===== config.mk =====
export PLATFORM = sky130hd
export DESIGN_NAME = multi_shift_register
export DESIGN_NICKNAME = d
export VERILOG_FILES = /design/src/rtl/multi_shift_pkg.sv /design/src/rtl/shift_step.sv /design/src/rtl/multi_shift_register.sv
export SDC_FILE = /design/constraint.sdc
export NUM_CORES = 1
export LEC_CHECK = 0
export ABC_AREA = 1
export CAP_MARGIN = 20
export CORE_UTILIZATION = 35
export CTS_BUF_LIST = sky130_fd_sc_hd__clkbuf_8
export DETAILED_ROUTE_END_ITERATION = 10
export SLEW_MARGIN = 5
export SYNTH_ARGS = -nofsm -noshare
export SYNTH_HDL_FRONTEND = slang
export SYNTH_HIERARCHICAL = 1
export SYNTH_SLANG_ARGS = --single-unit
export TNS_END_PERCENT = 50

===== constraint.sdc =====
create_clock -name clk -period 2.4 [get_ports clk]
set_input_delay 0.72 -clock clk [delete_from_list [all_inputs] [get_ports clk]]
set_output_delay 0.72 -clock clk [all_outputs]
set_load 0.05 [all_outputs]

===== src/rtl/multi_shift_pkg.sv =====
// Shared encodings for the multi-cycle shift register.
package multi_shift_pkg;

  typedef enum logic [1:0] {
    MODE_ASR = 2'b00,
    MODE_LSR = 2'b01,
    MODE_LSL = 2'b10,
    MODE_ROR = 2'b11
  } shift_mode_e;

  typedef enum logic {
    StIdle  = 1'b0,
    StShift = 1'b1
  } state_e;

endpackage


===== src/rtl/shift_step.sv =====
// One combinational shift step of up to STEP_MAX positions.
module shift_step
  import multi_shift_pkg::*;
#(
  parameter int unsigned WIDTH = 17,
  parameter int unsigned StepW = 4
) (
  input  logic [WIDTH-1:0] value_i,
  input  shift_mode_e      mode_i,
  input  logic [StepW-1:0] step_i,
  output logic [WIDTH-1:0] result_o
);

  // Right shifts go through a double-width vector so a step equal to WIDTH is well defined.
  always_comb begin
    result_o = value_i;
    unique case (mode_i)
      MODE_ASR: result_o = WIDTH'({{WIDTH{value_i[WIDTH-1]}}, value_i} >> step_i);
      MODE_LSR: result_o = WIDTH'({{WIDTH{1'b0}}, value_i} >> step_i);
      MODE_LSL: result_o = value_i << step_i;
      MODE_ROR: result_o = WIDTH'({value_i, value_i} >> step_i);
      default:  result_o = value_i;
    endcase
  end

endmodule


===== src/rtl/multi_shift_register.sv =====
// Shift register that applies a long shift as a series of bounded steps, one per clock.
module multi_shift_register
  import multi_shift_pkg::*;
#(
  parameter int unsigned WIDTH    = 17,
  parameter int unsigned AMT_W    = 5,
  parameter int unsigned STEP_MAX = 8
) (
  input  logic             clk,
  input  logic             reset,
  input  logic             load,
  input  logic [WIDTH-1:0] data,
  input  logic             start,
  input  logic [1:0]       mode,
  input  logic [AMT_W-1:0] amount,
  output logic             busy,
  output logic             done,
  output logic [WIDTH-1:0] out_data
);

  localparam int unsigned StepW = $clog2(STEP_MAX + 1);

  state_e           state_q, state_d;
  shift_mode_e      mode_q, mode_d;
  logic [AMT_W-1:0] rem_q, rem_d;
  logic [WIDTH-1:0] reg_q, reg_d;
  logic             done_q, done_d;

  logic [31:0]      rem_ext, step_ext;
  logic [StepW-1:0] step;
  logic             last_step;
  logic [WIDTH-1:0] step_result;

  // Step size is the remaining distance clamped to STEP_MAX.
  always_comb begin
    rem_ext = 32'(rem_q);
    if (rem_ext > STEP_MAX) begin
      step_ext = STEP_MAX;
    end else begin
      step_ext = rem_ext;
    end
    step      = StepW'(step_ext);
    last_step = (rem_ext <= STEP_MAX);
  end

  shift_step #(
    .WIDTH(WIDTH),
    .StepW(StepW)
  ) u_shift_step (
    .value_i (reg_q),
    .mode_i  (mode_q),
    .step_i  (step),
    .result_o(step_result)
  );

  // Next-state logic: load wins over everything, start only accepted when idle.
  always_comb begin
    state_d = state_q;
    mode_d  = mode_q;
    rem_d   = rem_q;
    reg_d   = reg_q;
    done_d  = 1'b0;
    if (load) begin
      reg_d   = data;
      rem_d   = '0;
      state_d = StIdle;
    end else begin
      unique case (state_q)
        StIdle: begin
          if (start) begin
            state_d = StShift;
            rem_d   = amount;
            mode_d  = shift_mode_e'(mode);
          end
        end
        StShift: begin
          reg_d = step_result;
          rem_d = rem_q - AMT_W'(step_ext);
          if (last_step) begin
            state_d = StIdle;
            done_d  = 1'b1;
          end
        end
        default: state_d = StIdle;
      endcase
    end
  end

  // State registers with synchronous reset.
  always_ff @(posedge clk) begin
    if (reset) begin
      state_q <= StIdle;
      mode_q  <= MODE_ASR;
      rem_q   <= '0;
      reg_q   <= '0;
      done_q  <= 1'b0;
    end else begin
      state_q <= state_d;
      mode_q  <= mode_d;
      rem_q   <= rem_d;
      reg_q   <= reg_d;
      done_q  <= done_d;
    end
  end

  assign busy     = (state_q == StShift);
  assign done     = done_q;
  assign out_data = reg_q;

endmodule

# ---- Yosys cells after proc, flatten, opt, wreduce, memory -nomap -nowiden
# Index checks and enable logic that the tools add are counted.
# Widths: inputs -> output; s select.
dict set report word_totals {
  wordCells 33
  output_inout_bits 19
  register_bits 26
  inputBits 28
}
dict set report op_classes {
  n_reduce_logical 5
  n_mux 10
  order_cmp 2
  n_shift 4
  addsub 1
  n_bitwise 2
  n_eq_ne 4
}
# op count
set op_table {}
lappend op_table {{$pmux 17 s4} 1}
lappend op_table {{$shr 34x4->17} 2}
lappend op_table {{$mux 17} 2}
lappend op_table {{$shl 17x4->17} 1}
lappend op_table {{$shr 17x4->17} 1}
lappend op_table {{$mux 5} 2}
lappend op_table {{$pmux 5 s2} 1}
lappend op_table {{$gt 5x4->1 const B} 1}
lappend op_table {{$le 5x4->1 const B} 1}
lappend op_table {{$sub 5x5->5} 1}
lappend op_table {{$eq 2x2->1 const B} 2}
lappend op_table {{$mux 1} 3}
lappend op_table {{$reduce_and 3->1} 1}
lappend op_table {{$reduce_or 3->1} 1}
lappend op_table {{$eq 2x1->1 const B} 1}
lappend op_table {{$logic_not 2->1} 1}
lappend op_table {{$ne 2x2->1 const B} 1}
lappend op_table {{$not 1->1} 2}
lappend op_table {{$pmux 1 s2} 1}
lappend op_table {{$reduce_bool 2->1} 1}
lappend op_table {{$reduce_or 2->1} 1}

# ---- Depth between registers and ports, before layout
dict set report logic_depth {
  depth_word 6
  ltp_mapped 20
  depth_no_buf 18
}

# ---- Cells and area by module
# Netlist, hierarchy kept.
# module instances cells_each area_per_inst_um2 seq_area_each_um2
set modules_own_cells {}
lappend modules_own_cells {shift_step 1 457 2128.3 0.0}
lappend modules_own_cells {multi_shift_register 1 205 1382.6 520.5}

# ---- Worst setup path after synthesis
# Ideal clock, no wire load.
dict set report synth_timing {
  path_type {register to register}
  from {reg rem_q[4]}
  to {reg reg_q[0], in the netlist out_data[0]}
  path_slack_ns 0.443
  synth_period_minus_slack_ns 1.957
  arrival_time_ns 1.848
  stages_incl_launch_ff 16
  setup_ns 0.109
  required_ns 2.291
  n_path_buf 2
  cell_sequence {dfxtp_1 -> inv_2 -> nand2_4 -> and2_4 -> nor2_1 -> buf_2 -> buf_2 -> a21oi_1 -> o21ai_0 -> nand3_1 -> nand3_1 -> nand2_1 -> nand3_1 -> nand3_1 -> nand2_1 -> inv_1}
}
dict set report synth_via {
  elab_chain_cells 6
  elab_cells_between_ends 9
  cone_classes {1 x order compare; 4 x shift; 4 x mux}
}
# item line_no
set synth_lines {}
lappend synth_lines {{from (decl)} multi_shift_register.sv:25} ;# logic [AMT_W-1:0] rem_q, rem_d;
lappend synth_lines {{from (signal assigned)} multi_shift_register.sv:100} ;# rem_q <= rem_d;
lappend synth_lines {{$gt 5x4->1 *} multi_shift_register.sv:37} ;# if (rem_ext > STEP_MAX) begin
lappend synth_lines {{$mux 5 *} multi_shift_register.sv:37}
lappend synth_lines {{net step_ext[3]} multi_shift_register.sv:29} ;# logic [31:0] rem_ext, step_ext;
lappend synth_lines {{$shr 34x4->17, or another cell as far along} shift_step.sv:21} ;# MODE_ROR: result_o = WIDTH'({value_i, value_i} >> step_i);
lappend synth_lines {{$pmux 17 s4 *} shift_step.sv:17} ;# unique case (mode_i)
lappend synth_lines {{net step_result[0]} multi_shift_register.sv:32} ;# logic [WIDTH-1:0] step_result;
lappend synth_lines {{$mux 17 *} multi_shift_register.sv:68} ;# unique case (state_q)
lappend synth_lines {{$mux 17 *} multi_shift_register.sv:63} ;# if (load) begin
lappend synth_lines {{to (signal assigned)} multi_shift_register.sv:101} ;# reg_q <= reg_d;
lappend synth_lines {{to (decl)} multi_shift_register.sv:26} ;# logic [WIDTH-1:0] reg_q, reg_d;
# Mark *: on every way through the listed nets, which the timed path passes. The rest lies on a longest branch. The select of a mux whose other input is x is not followed.
# A chain may end at the register's enable or synchronous reset.

# ---- Final worst setup path
dict set report layout_timing {
  from {reg reg_q[15], in the netlist out_data[15]}
  to {out out_data[15]}
}
# item line_no
set layout_rtl {}
lappend layout_rtl {{to (decl)} multi_shift_register.sv:18} ;# output logic [WIDTH-1:0] out_data
# No word-level cell between the ends.

==> summary.txt <==
Clocking
  – CTS Root Cell: clkbuf_8
  – CTS Hold Bufs: 0
  – Post-CTS Setup Bufs: 0
  – CTS H-tree lvls: 1
  – Skew-Pair Late Insertion Delay: 0.28 ns
  – CTS clk-pin slew, worst paths: 0.10 ns
  – Post-CTS sizing: 0
  – Total clock sinks: 26
  – CTS tree: built
  – Num CTS Buffers: 3
  – Worst-case clock buffer depth: 2

Run status
  – Outcome: finished clean

STA
  – Slew HR: 66.4%
  – Clock Skew: 0.00431 ns
  – Setup violators final: 0
  – Fin crit share: 99.4%
  – Setup repair after global routing missed its margin: false
  – Final slew viol count: 0
  – Final Hold Viols: 0
  – Worst Tran Pin Value: 0.502 ns
  – Achievable frequency: 0.419 GHz
  – Min cycle time layout: 2.39 ns
  – Setup TNS: 0 ns

Floorplanning
  – # rows: 36
  – Die Y: 102 um
  – Die ar.: 10400 sq um
  – Core area: approximately 9700 sq um
  – Die width: 102 um
  – Top-level I/O count: 47
  – Initial Utilization: 36.1%

Route
  – Routed WL: 12.4 mm
  – Vias post-DR: ~4400
  – Drt first pass iters: 5
  – 1st-iter DRT viols: about 400
  – Via density per instance: approximately 5.4
  – WL/cell: 14.9 um
  – Remaining antenna violation count: 0
  – Residual DRC: 0

Yosys
  – Post-synthesis register bit count: 26
  – Synth unique cells: 36
  – Yosys warnings: 6
  – Mapped Avg Cell Area: 5.30 sq um
  – Post-synth EDFFs: 0
  – Commonest cells in the netlist: 239 x nand2_1, 179 x nand3_1, 48 x inv_1, 26 x dfxtp_1, 25 x nor2_1
  – Sequential area share after synthesis: between 10 and 15%
  – Top cell type's share of synthesized area: 25.6%
  – Synth area leaders: nand2_1 26%, nand3_1 26%, dfxtp_1 15%
  – Post-Synthesis Cells: 662
  – Synth Flop Type: dfxtp_1
  – Syn nets: 691
  – Async SR Flop Fraction: 0%
  – Leading area contributor after synthesis: nand2_1
  – Mapped cell area: ~3500 sq um
  – Most common cell in the netlist: nand2_1

Finish
  – Post-layout util: 42.8%
  – Fraction of layout cells with a size suffix above 1: 13.3%
  – Reg area: 520 sq um
  – Layout fillers: 1104
  – Nets: 728
  – # diodes: 0
  – Multi-input gate area: roughly 2500 sq um
  – Area Growth Syn to Fin: 18.6%

Pwr
  – P_leak: 0.00215 uW
  – Pwr/cell area: 368 nW/um^2
  – Worst vdd ir: a little under 0.0003 V

Run
  – Max Cap Viol: 0

Worst setup path
  – CP startpoint kind: register
  – CP arrival: 1.67 ns
  – CP peak stage delay: 0.87 ns
  – Critical Path RT: 1.68 ns
  – Crit-path leading delay family: buffers and inverters
  – Crit end category: primary output
  – Crit-path cells: clkdlybuf4s50_1
  – Max FO, Critical Path: 4
  – Crit Path Class: reg -> out
  – Crit path buf inv count: 1
  – CP max stage cell: clkdlybuf4s50_1

Global route
  – Largest net degree at the start of global routing: roughly 40
  – Vias in the first global route: ~3800
  – Total GRT Usage: 24.4%
  – GRT overflow: 0
  – First-pass GRT wire length: 19.9 mm
  – Initial antenna violation count: 0

Placed design
  – Port-buffer cells: 46
  – GP Congestion: 0.980
  – HPWL Detailed: 9.78 mm

Min path
  – Hold Crit Class: reg -> reg
-- stage by stage --
| step | power [uW] | setup slack (ns) | hold slack, ns | area (sq um) | instances |
|---|---|---|---|---|---|
| global route | 1630 | 0.00228 | 0.607 | 4170 | 831 |
| floorplan | 1000 | 0.443 | 0.448 | 3510 | 662 |
| finish | 1530 | 0.0147 | 0.560 | 4170 | 831 |
| global placement | 1230 | 0.200 | 0.513 | 4100 | 827 |
| detailed placement | 1230 | 0.178 | 0.505 | 4100 | 827 |
| CTS | 1520 | 0.0312 | 0.520 | 4160 | 831 |
-- layout by cell type, fill, tap and decap left out --
master | Yosys | routed
and2_1 | 3 | 3
nand2_2 | 12 | 12
dfxtp_1 | 26 | 26
nand4_1 | 4 | 4
a21boi_2 | 1 | 1
inv_1 | 48 | 48
nor2_2 | 4 | 5
clkinv_1 | 1 | 1
a21boi_1 | 3 | 3
buf_12 | 0 | 5
ha_1 | 1 | 1
inv_4 | 1 | 1
nand2_1 | 239 | 239
o21ai_1 | 12 | 12
and2_4 | 1 | 1
buf_4 | 3 | 37
inv_2 | 9 | 9
nand3_1 | 179 | 179
clkbuf_8 | 0 | 4
clkdlybuf4s50_1 | 0 | 31
a21boi_0 | 1 | 1
a211oi_2 | 1 | 1
o22ai_1 | 1 | 1
a21oi_2 | 5 | 5
o211ai_1 | 7 | 7
a21oi_1 | 13 | 13
or2_1 | 1 | 1
nor2_4 | 2 | 4
nor2_1 | 25 | 22
nor3_1 | 2 | 2
o21ai_2 | 3 | 3
o21ai_0 | 10 | 10
or2_2 | 3 | 3
conb_1 | 1 | 1
nand2_4 | 2 | 2
-- sequential cells by signal, indices dropped and copies added (netlist names) --
name / count
mode_q: 2
done: 1
rem_q: 5
out_data: 17
busy: 1
-- tightest hold or removal path: cells and delay by family, from the launching register on --
| kind | cells | cell delay [ns] |
|---|---|---|
| buffers and inverters | 1 | 0.12 |
| DFF | 1 | 0.32 |
| AOI/OAI and AO/OA | 1 | 0.08 |
-- power breakdown --
part | internal, uW | switching, uW
combinational | 265 | 463
sequential | 456 | 46.9
clock | 147 | 153
-- cells by family (layout without fill, tap and decap cells) --
kind of cell,count (synthesis),after routing,synth area share [%]
buffers and inverters,100,136,14.1
adders and majority gates,1,1,0.356
other,1,1,0.107
DFF,26,26,14.8
and+or+nand+nor,477,477,60.4
AOI/OAI and AO/OA,57,57,10.2
-- cell type report --
class,count,share of cell area [%]
well taps,133,4.00
flip-flops and latches,26,12.5
clock buffers,4,1.32
multi-input cells,536,60.3
repair buffers,73,16.5
inverters,59,5.38
-- final timing paths --
| check | start | to | slack, ns | cells after the start |
|---|---|---|---|---|
| setup / recovery | out_data[15] | out_data[15] | 0.01 | 1 |
| hold / removal | rem_q[0] | rem_q[0] | 0.56 | 2 |
| setup reg to reg | rem_q[4] | out_data[15] | 0.24 | 16 |
| hold reg to reg | rem_q[0] | rem_q[0] | 0.56 | 2 |
-- per-layer routing --
layer	GRT usage, %	wire length (um)	up-vias
met4	5.38	145	0
met1	36.1	5840	2002
met2	37.7	5480	206
li1	-	-	2230
met3	2.80	932	8
met5	0	0	-
No activity file was read; power rests on OpenSTA's default activity.
